===== config.mk =====
export PLATFORM = sky130hd
export DESIGN_NAME = dfs_controller
export DESIGN_NICKNAME = d
export VERILOG_FILES = /design/src/rtl/dfs_controller.sv
export SDC_FILE = /design/constraint.sdc
export NUM_CORES = 1
export LEC_CHECK = 0
export CAP_MARGIN = 10
export CORE_MARGIN = 3
export CORE_UTILIZATION = 50
export CTS_BUF_LIST = sky130_fd_sc_hd__clkbuf_8
export DETAILED_ROUTE_END_ITERATION = 7
export PLACE_DENSITY = 0.83
export SLEW_MARGIN = 30
export SYNTH_ARGS = -nofsm -noshare
export SYNTH_HDL_FRONTEND = slang
export SYNTH_SLANG_ARGS = --single-unit

===== constraint.sdc =====
create_clock -name clk -period 4.51 [get_ports clk]
set_clock_uncertainty 0.1 [all_clocks]
set_input_delay 0.6765 -clock clk [delete_from_list [all_inputs] [get_ports clk]]
set_output_delay 0.6765 -clock clk [all_outputs]
set_load 0.02 [all_outputs]

===== src/rtl/dfs_controller.sv =====
// dfs_controller: control FSM for a depth-first search datapath (child push, leaf best-path update, pop, result streaming).
// Latency: controls are registered and valid during the cycle their state is occupied; conditional controls use flags seen on the entering edge.
// Backpressure: none on the search; while stop is low OUT keeps streaming results, stop high moves to FIN. Option: `DFS_TIE_REPLACE_EN.
module dfs_controller #(
  parameter int C = 4
) (
  input  logic       clk,
  input  logic       rst,
  input  logic       start,
  input  logic       stop,
  input  logic       DONE,
  input  logic       kone,
  input  logic       SNumel,
  input  logic       nc0,
  input  logic       nc1,
  input  logic       nc2,
  input  logic       nc3,
  input  logic       nc4,
  input  logic       wl,
  input  logic       wg,
  output logic       LD_path,
  output logic       LD_pm,
  output logic       LD_adrs,
  output logic       a1,
  output logic       LD_SA,
  output logic       sa3,
  output logic       sa1,
  output logic       LD_ix,
  output logic       SI1,
  output logic       SI2,
  output logic       LD_SI,
  output logic       LD_nk,
  output logic       LD_k,
  output logic       LD_SN,
  output logic       sn1,
  output logic       LD_nc,
  output logic       LD_wpm,
  output logic       wpm1,
  output logic       LD_wp,
  output logic       wp1,
  output logic       wp2,
  output logic       LD_w,
  output logic       LD_WK1,
  output logic       LD_mn,
  output logic       mn1,
  output logic       done,
  output logic [1:0] nk1,
  output logic [1:0] sn2,
  output logic [3:0] sa2,
  output logic       busy,
  output logic       finished
);

  typedef enum logic [3:0] {
    S_IDLE, S_INIT, S_LDK, S_RDW, S_RDNC, S_PUSH, S_SETN,
    S_LEAF, S_POP, S_NEXT, S_OUTI, S_OUT, S_FIN
  } state_t;

  typedef struct packed {
    logic       busy;
    logic       finished;
    logic       done;
    logic       ld_path;
    logic       ld_pm;
    logic       ld_adrs;
    logic       a1;
    logic       ld_sa;
    logic       sa3;
    logic       sa1;
    logic [3:0] sa2;
    logic       ld_ix;
    logic       ld_si;
    logic       si1;
    logic       si2;
    logic       ld_nk;
    logic [1:0] nk1;
    logic       ld_k;
    logic       ld_sn;
    logic [1:0] sn2;
    logic       sn1;
    logic       ld_nc;
    logic       ld_wpm;
    logic       wpm1;
    logic       ld_wp;
    logic       wp1;
    logic       wp2;
    logic       ld_w;
    logic       ld_wk1;
    logic       ld_mn;
    logic       mn1;
  } ctl_t;

  // Last child slot index; PUSH never goes past it whatever the flags say.
  localparam logic [3:0] JLAST = 4'(C - 1);

  state_t     state_q, state_d;
  logic [3:0] j_q, j_d;
  ctl_t       ctl_q, ctl_d;

  logic [4:0] nc_vec;
  logic       more_child;
  logic       pm_update;

  assign nc_vec = {nc4, nc3, nc2, nc1, nc0};

  // Equal weights either keep the first path found or let the latest one win.
`ifdef DFS_TIE_REPLACE_EN
  assign pm_update = wl | ~wg;
`else
  assign pm_update = wl;
`endif

  // Another slot follows slot j when the node reports at least j+2 children and slots remain.
  always_comb begin
    more_child = 1'b0;
    if ((j_q < JLAST) && (j_q < 4'd3)) begin
      more_child = nc_vec[3'(j_q) + 3'd2];
    end
  end

  // Next-state and child-slot counter.
  always_comb begin
    state_d = state_q;
    j_d     = j_q;
    case (state_q)
      S_IDLE: if (start) state_d = S_INIT;
      S_INIT: state_d = S_LDK;
      S_LDK:  state_d = S_RDW;
      S_RDW:  state_d = S_RDNC;
      // A node without a first-child flag is treated as a leaf too, so no empty slot is ever pushed.
      S_RDNC: state_d = (nc0 || !nc1) ? S_LEAF : S_PUSH;
      S_PUSH: begin
        if (more_child) j_d = j_q + 4'd1;
        else            state_d = S_SETN;
      end
      S_SETN: begin
        state_d = S_LDK;
        j_d     = '0;
      end
      S_LEAF: state_d = S_POP;
      S_POP:  state_d = S_NEXT;
      S_NEXT: begin
        if (DONE)        state_d = S_OUTI;
        else if (SNumel) state_d = S_POP;
        else             state_d = S_RDW;
      end
      S_OUTI: state_d = S_OUT;
      S_OUT:  if (stop) state_d = S_FIN;
      S_FIN:  state_d = S_IDLE;
      default: state_d = S_IDLE;
    endcase
  end

  // Controls for the state being entered, so they are registered alongside the state.
  always_comb begin
    ctl_d      = '0;
    ctl_d.busy = (state_d != S_IDLE);
    case (state_d)
      S_INIT: begin
        ctl_d.ld_sa  = 1'b1;
        ctl_d.ld_si  = 1'b1;
        ctl_d.ld_sn  = 1'b1;
        ctl_d.ld_wpm = 1'b1;
        ctl_d.ld_nk  = 1'b1;
      end
      S_LDK: begin
        ctl_d.ld_k  = 1'b1;
        ctl_d.ld_ix = 1'b1;
      end
      S_RDW: begin
        ctl_d.ld_w    = 1'b1;
        ctl_d.ld_adrs = 1'b1;
        ctl_d.ld_path = 1'b1;
        if (kone) ctl_d.ld_wp  = 1'b1;
        else      ctl_d.ld_wk1 = 1'b1;
      end
      S_RDNC: begin
        ctl_d.ld_nc   = 1'b1;
        ctl_d.ld_adrs = 1'b1;
        if (!kone) begin
          ctl_d.ld_wp = 1'b1;
          ctl_d.wp2   = 1'b1;
        end
      end
      S_PUSH: begin
        ctl_d.ld_sa   = 1'b1;
        ctl_d.sa3     = 1'b1;
        ctl_d.sa1     = 1'b1;
        ctl_d.sa2     = j_d;
        ctl_d.ld_adrs = 1'b1;
      end
      S_SETN: begin
        ctl_d.ld_sn = 1'b1;
        ctl_d.sn2   = 2'd2;
        ctl_d.sn1   = 1'b1;
        ctl_d.ld_si = 1'b1;
        ctl_d.si1   = 1'b1;
        ctl_d.ld_nk = 1'b1;
        ctl_d.nk1   = 2'd1;
      end
      S_LEAF: begin
        if (pm_update) begin
          ctl_d.ld_wpm = 1'b1;
          ctl_d.wpm1   = 1'b1;
          ctl_d.ld_pm  = 1'b1;
        end
      end
      S_POP: begin
        ctl_d.ld_sn = 1'b1;
        ctl_d.sn2   = 2'd1;
        ctl_d.ld_si = 1'b1;
        ctl_d.si2   = 1'b1;
      end
      S_NEXT: begin
        if (DONE) begin
          ctl_d.busy = 1'b1;
        end else if (SNumel) begin
          ctl_d.ld_nk = 1'b1;
          ctl_d.nk1   = 2'd2;
          ctl_d.ld_k  = 1'b1;
        end else begin
          ctl_d.ld_ix   = 1'b1;
          ctl_d.ld_adrs = 1'b1;
          ctl_d.a1      = 1'b1;
        end
      end
      S_OUTI: ctl_d.ld_mn = 1'b1;
      S_OUT: begin
        ctl_d.done = 1'b1;
        if (!stop) begin
          ctl_d.ld_mn = 1'b1;
          ctl_d.mn1   = 1'b1;
        end
      end
      S_FIN: ctl_d.finished = 1'b1;
      default: ctl_d.busy = 1'b0;
    endcase
  end

  // State, slot counter and registered controls; reset forces IDLE with all controls low.
  always_ff @(posedge clk or posedge rst) begin
    if (rst) begin
      state_q <= S_IDLE;
      j_q     <= '0;
      ctl_q   <= '0;
    end else begin
      state_q <= state_d;
      j_q     <= j_d;
      ctl_q   <= ctl_d;
    end
  end

  assign busy     = ctl_q.busy;
  assign finished = ctl_q.finished;
  assign done     = ctl_q.done;
  assign LD_path  = ctl_q.ld_path;
  assign LD_pm    = ctl_q.ld_pm;
  assign LD_adrs  = ctl_q.ld_adrs;
  assign a1       = ctl_q.a1;
  assign LD_SA    = ctl_q.ld_sa;
  assign sa3      = ctl_q.sa3;
  assign sa1      = ctl_q.sa1;
  assign sa2      = ctl_q.sa2;
  assign LD_ix    = ctl_q.ld_ix;
  assign LD_SI    = ctl_q.ld_si;
  assign SI1      = ctl_q.si1;
  assign SI2      = ctl_q.si2;
  assign LD_nk    = ctl_q.ld_nk;
  assign nk1      = ctl_q.nk1;
  assign LD_k     = ctl_q.ld_k;
  assign LD_SN    = ctl_q.ld_sn;
  assign sn2      = ctl_q.sn2;
  assign sn1      = ctl_q.sn1;
  assign LD_nc    = ctl_q.ld_nc;
  assign LD_wpm   = ctl_q.ld_wpm;
  assign wpm1     = ctl_q.wpm1;
  assign LD_wp    = ctl_q.ld_wp;
  assign wp1      = ctl_q.wp1;
  assign wp2      = ctl_q.wp2;
  assign LD_w     = ctl_q.ld_w;
  assign LD_WK1   = ctl_q.ld_wk1;
  assign LD_mn    = ctl_q.ld_mn;
  assign mn1      = ctl_q.mn1;

endmodule


==> run metrics <==
status=finished, final reports clean; Avg WL per Cell=between 10 and 15 µm; commonest cells after routing, fill and taps aside=clkdlybuf4s50_1 (47), dfrtp_1 (37), nor2_1 (12), nand2_1 (9), inv_1 (8); slowest cell delay on critical path=0.48 ns; Crit. Startpoint=nc1; cell taking the most area after synthesis=dfrtp_1; Final Cycle Share=about 56%; Sequential Power Share=around a third; Ys Warns=0; fin. max-slew vios=0; clk buf depth=2; Syn Area/Cell=approximately 11 µm²; worst setup path category=input pin to flip-flop; Slowest cell on crit path=and3_1; # clock sinks=37; Nets=approximately 210; Place WS=roughly 1.7 ns; Core Region=roughly 3200 µm²; Pint=0.903 mW; initial antenna violation count=0; Req. time, crit path=around 4.6 ns; die area=approximately 4300 µm²; Comb power frac=46.5%; r2r worst-path depth=6; Syn-to-layout area delta=31.4%; setup tns final=0 ns; power share of the clock group=approximately a fifth; Rows=20; final worst path period need=~2.5 ns; worst ir drop on vdd=between 0.0005 and 0.0006 V; First DRT Iteration DRCs=38; Worst setup EP type=flip-flop; CTS resizes=0; n_diodes=0; fraction of layout cells with a size suffix above 1=between 10% and 20%; I/O Buffers=47; Switching Share=between 40% and 50%; CP Cell Sequence=clkdlybuf4s50_1 > mux2i_1 > o22ai_2 > o211ai_2 > and3_1 > inv_2 > a211oi_1; fin worst setup slack=about 2.0 ns; Worst path top cell family by delay=compound AO/OA/AOI/OAI gates; synth top area cells=dfrtp_1 (53%), buf_4 (3.4%), nor2_1 (2.6%), nand2b_1 (2.5%), mux2i_1 (2.3%); vias in the first global route=1192; largest net degree at the start of global routing=38; RR Startpoint=j_q[1]; Min-Delay Path Class=flip-flop to flip-flop; number of buffers inserted by hold repair at cts=0; ys async rst share=100%; CTS Root Buffer Type=clkbuf_8; Post-Syn Instances=around 160; worst setup path end=LD_mn; DRC=0; Antenna Nets Post-Route=0; flops & latches, synth=37; drt pass-1 iters=4; total power=between 1.5 and 2 mW; most common cell after layout, fill and taps aside=clkdlybuf4s50_1; register area share after synthesis=~53%; Initial Util=54.8%; Worst path depth=7; CTS tree=built; fillers=about 250; Post-Syn Area=roughly 1800 µm²; Worst-path clk slew=0.07 ns; all-layer global routing usage=around 18%; Vias/cell=roughly 5.3; pwr/cell area=approximately 660 nW/µm²; Worst-Margin Slew=between 0.6 and 0.7 ns; unrepaired setup endpoints after global routing=false; hpwl dp=approximately 2600 µm; Total Wirelength=3610 µm; final hold vios=0; final setup fails=0; Worst-Skew Late Latency=about 0.28 ns; post-synth cell types=46; Die X=about 65 µm; FF-to-FF setup slack=about 2.1 ns; reg-to-reg critical path endpoint=LD_mn; htree depth=2; gp weighted congestion=between 0.8 and 0.9; EDFF count, synth=0; die span in y=approximately 65 µm; Post CTS Setup Buffer Count=0; dominant synthesized flop cell=dfrtp_1; Overflow after GRT=0; CP startpoint kind=input pin; Fmax=approximately 390 MHz; Net Sw Power=slightly above 0.6 mW; worst relative slew slack=59.3%; Buf/Inv on CP=2; CTS Buf Count=5; Syn Nets=between 150 and 200; CP Max Fanout=10; Arrival @ worst endpoint=~2.6 ns; LEAKAGE=1.05 nW; num ports=50; Vias=around 1300; first-pass GRT wire length=5670 µm; max_cap viols=0; Synth top area share=a little over half
flip-flops by register name (all words and copies together), names as in the netlist, 2 cells and up:
| name | flops |
|---|---|
| sn2 | 2 |
| nk1 | 2 |
| state_q | 4 |
| j_q | 4 |
| sa2 | 4 |
worst register-to-register path: stages (launching register included):
cell and delay (ns):
dfrtp_1 0.44, ha_1 0.34, and4b_1 0.22, o211ai_2 0.30
and3_1 0.48, inv_2 0.12, a211oi_1 0.30
layer usage:
metal | vias to the layer above | share of wire, % | wire length (µm) | GRT usage [%]
met5 | - | 0 | 0 | 0
met3 | 6 | 6.1 | 220 | 5.13
li1 | 625 | - | - | -
met4 | 0 | 0.80 | 29 | 7.25
met1 | 622 | 41 | 1490 | 21.1
met2 | 46 | 52 | 1870 | 30.7
cells in the mapped netlist (4+ instances only):
cell and instances:
nand2b_1 7, o21ai_0 5, dfrtp_1 37, buf_4 8, inv_1 7, mux2i_1 4
nor2_1 12, nand3_1 7, nor2b_1 4, nand2_1 9
through the flow:
stage          area, µm²  hold WS, ns  utilization [%]  cells
6_report            2300        0.428             72.0    243
5_1_grt             2300        0.447             72.0    243
4_1_cts             2300        0.426             72.0    243
3_5_place_dp        2190        0.411             68.3    235
3_3_place_gp        2190        0.388             68.3    235
2_1_floorplan       1750        0.375                -    157
cell families after synthesis:
| family | after synthesis | synth area share [%] |
|---|---|---|
| AO/OA/AOI/OAI | 28 | 14.8 |
| other | 1 | 0.214 |
| multiplexers | 4 | 2.28 |
| buffers and inverters | 24 | 7.77 |
| adder cells (fa/ha/maj) | 2 | 1.43 |
| AND/OR/NAND/NOR | 61 | 20.8 |
| flip-flops | 37 | 52.8 |
worst min-delay path by stage:
stage               startpoint  endpoint  slack, ns  cells after the start
floorplan               j_q[3]    j_q[3]       0.37                      2
global placement        j_q[3]    j_q[3]       0.39                      2
detailed placement      j_q[3]    j_q[3]       0.41                      2
CTS                     j_q[3]    j_q[3]       0.43                      2
global route            j_q[3]    j_q[3]       0.45                      2
finish                  j_q[3]    j_q[3]       0.43                      2
power groups by stage:
stage | Combinational (mW) | Clock, mW | Sequential, mW
6_report | 0.705 | 0.286 | 0.524
5_1_grt | 0.766 | 0.308 | 0.534
4_1_cts | 0.707 | 0.295 | 0.522
3_5_place_dp | 0.704 | 0 | 0.526
3_3_place_gp | 0.693 | 0 | 0.519
2_1_floorplan | 0.491 | 0 | 0.543
area by class of cell:
cell class                      instances  area, µm²  area share [%]
Clock buffer                            6       82.6            3.58
Clock inverter                          2       33.8            1.47
Inverter                               10       37.5            1.63
Multi-Input combinational cell         96        692            30.0
Sequential cell                        37        926            40.2
Tap cell                               44       55.1            2.39
Timing Repair Buffer                   48        478            20.7
Note: power is estimated with default switching activity, not from simulation.
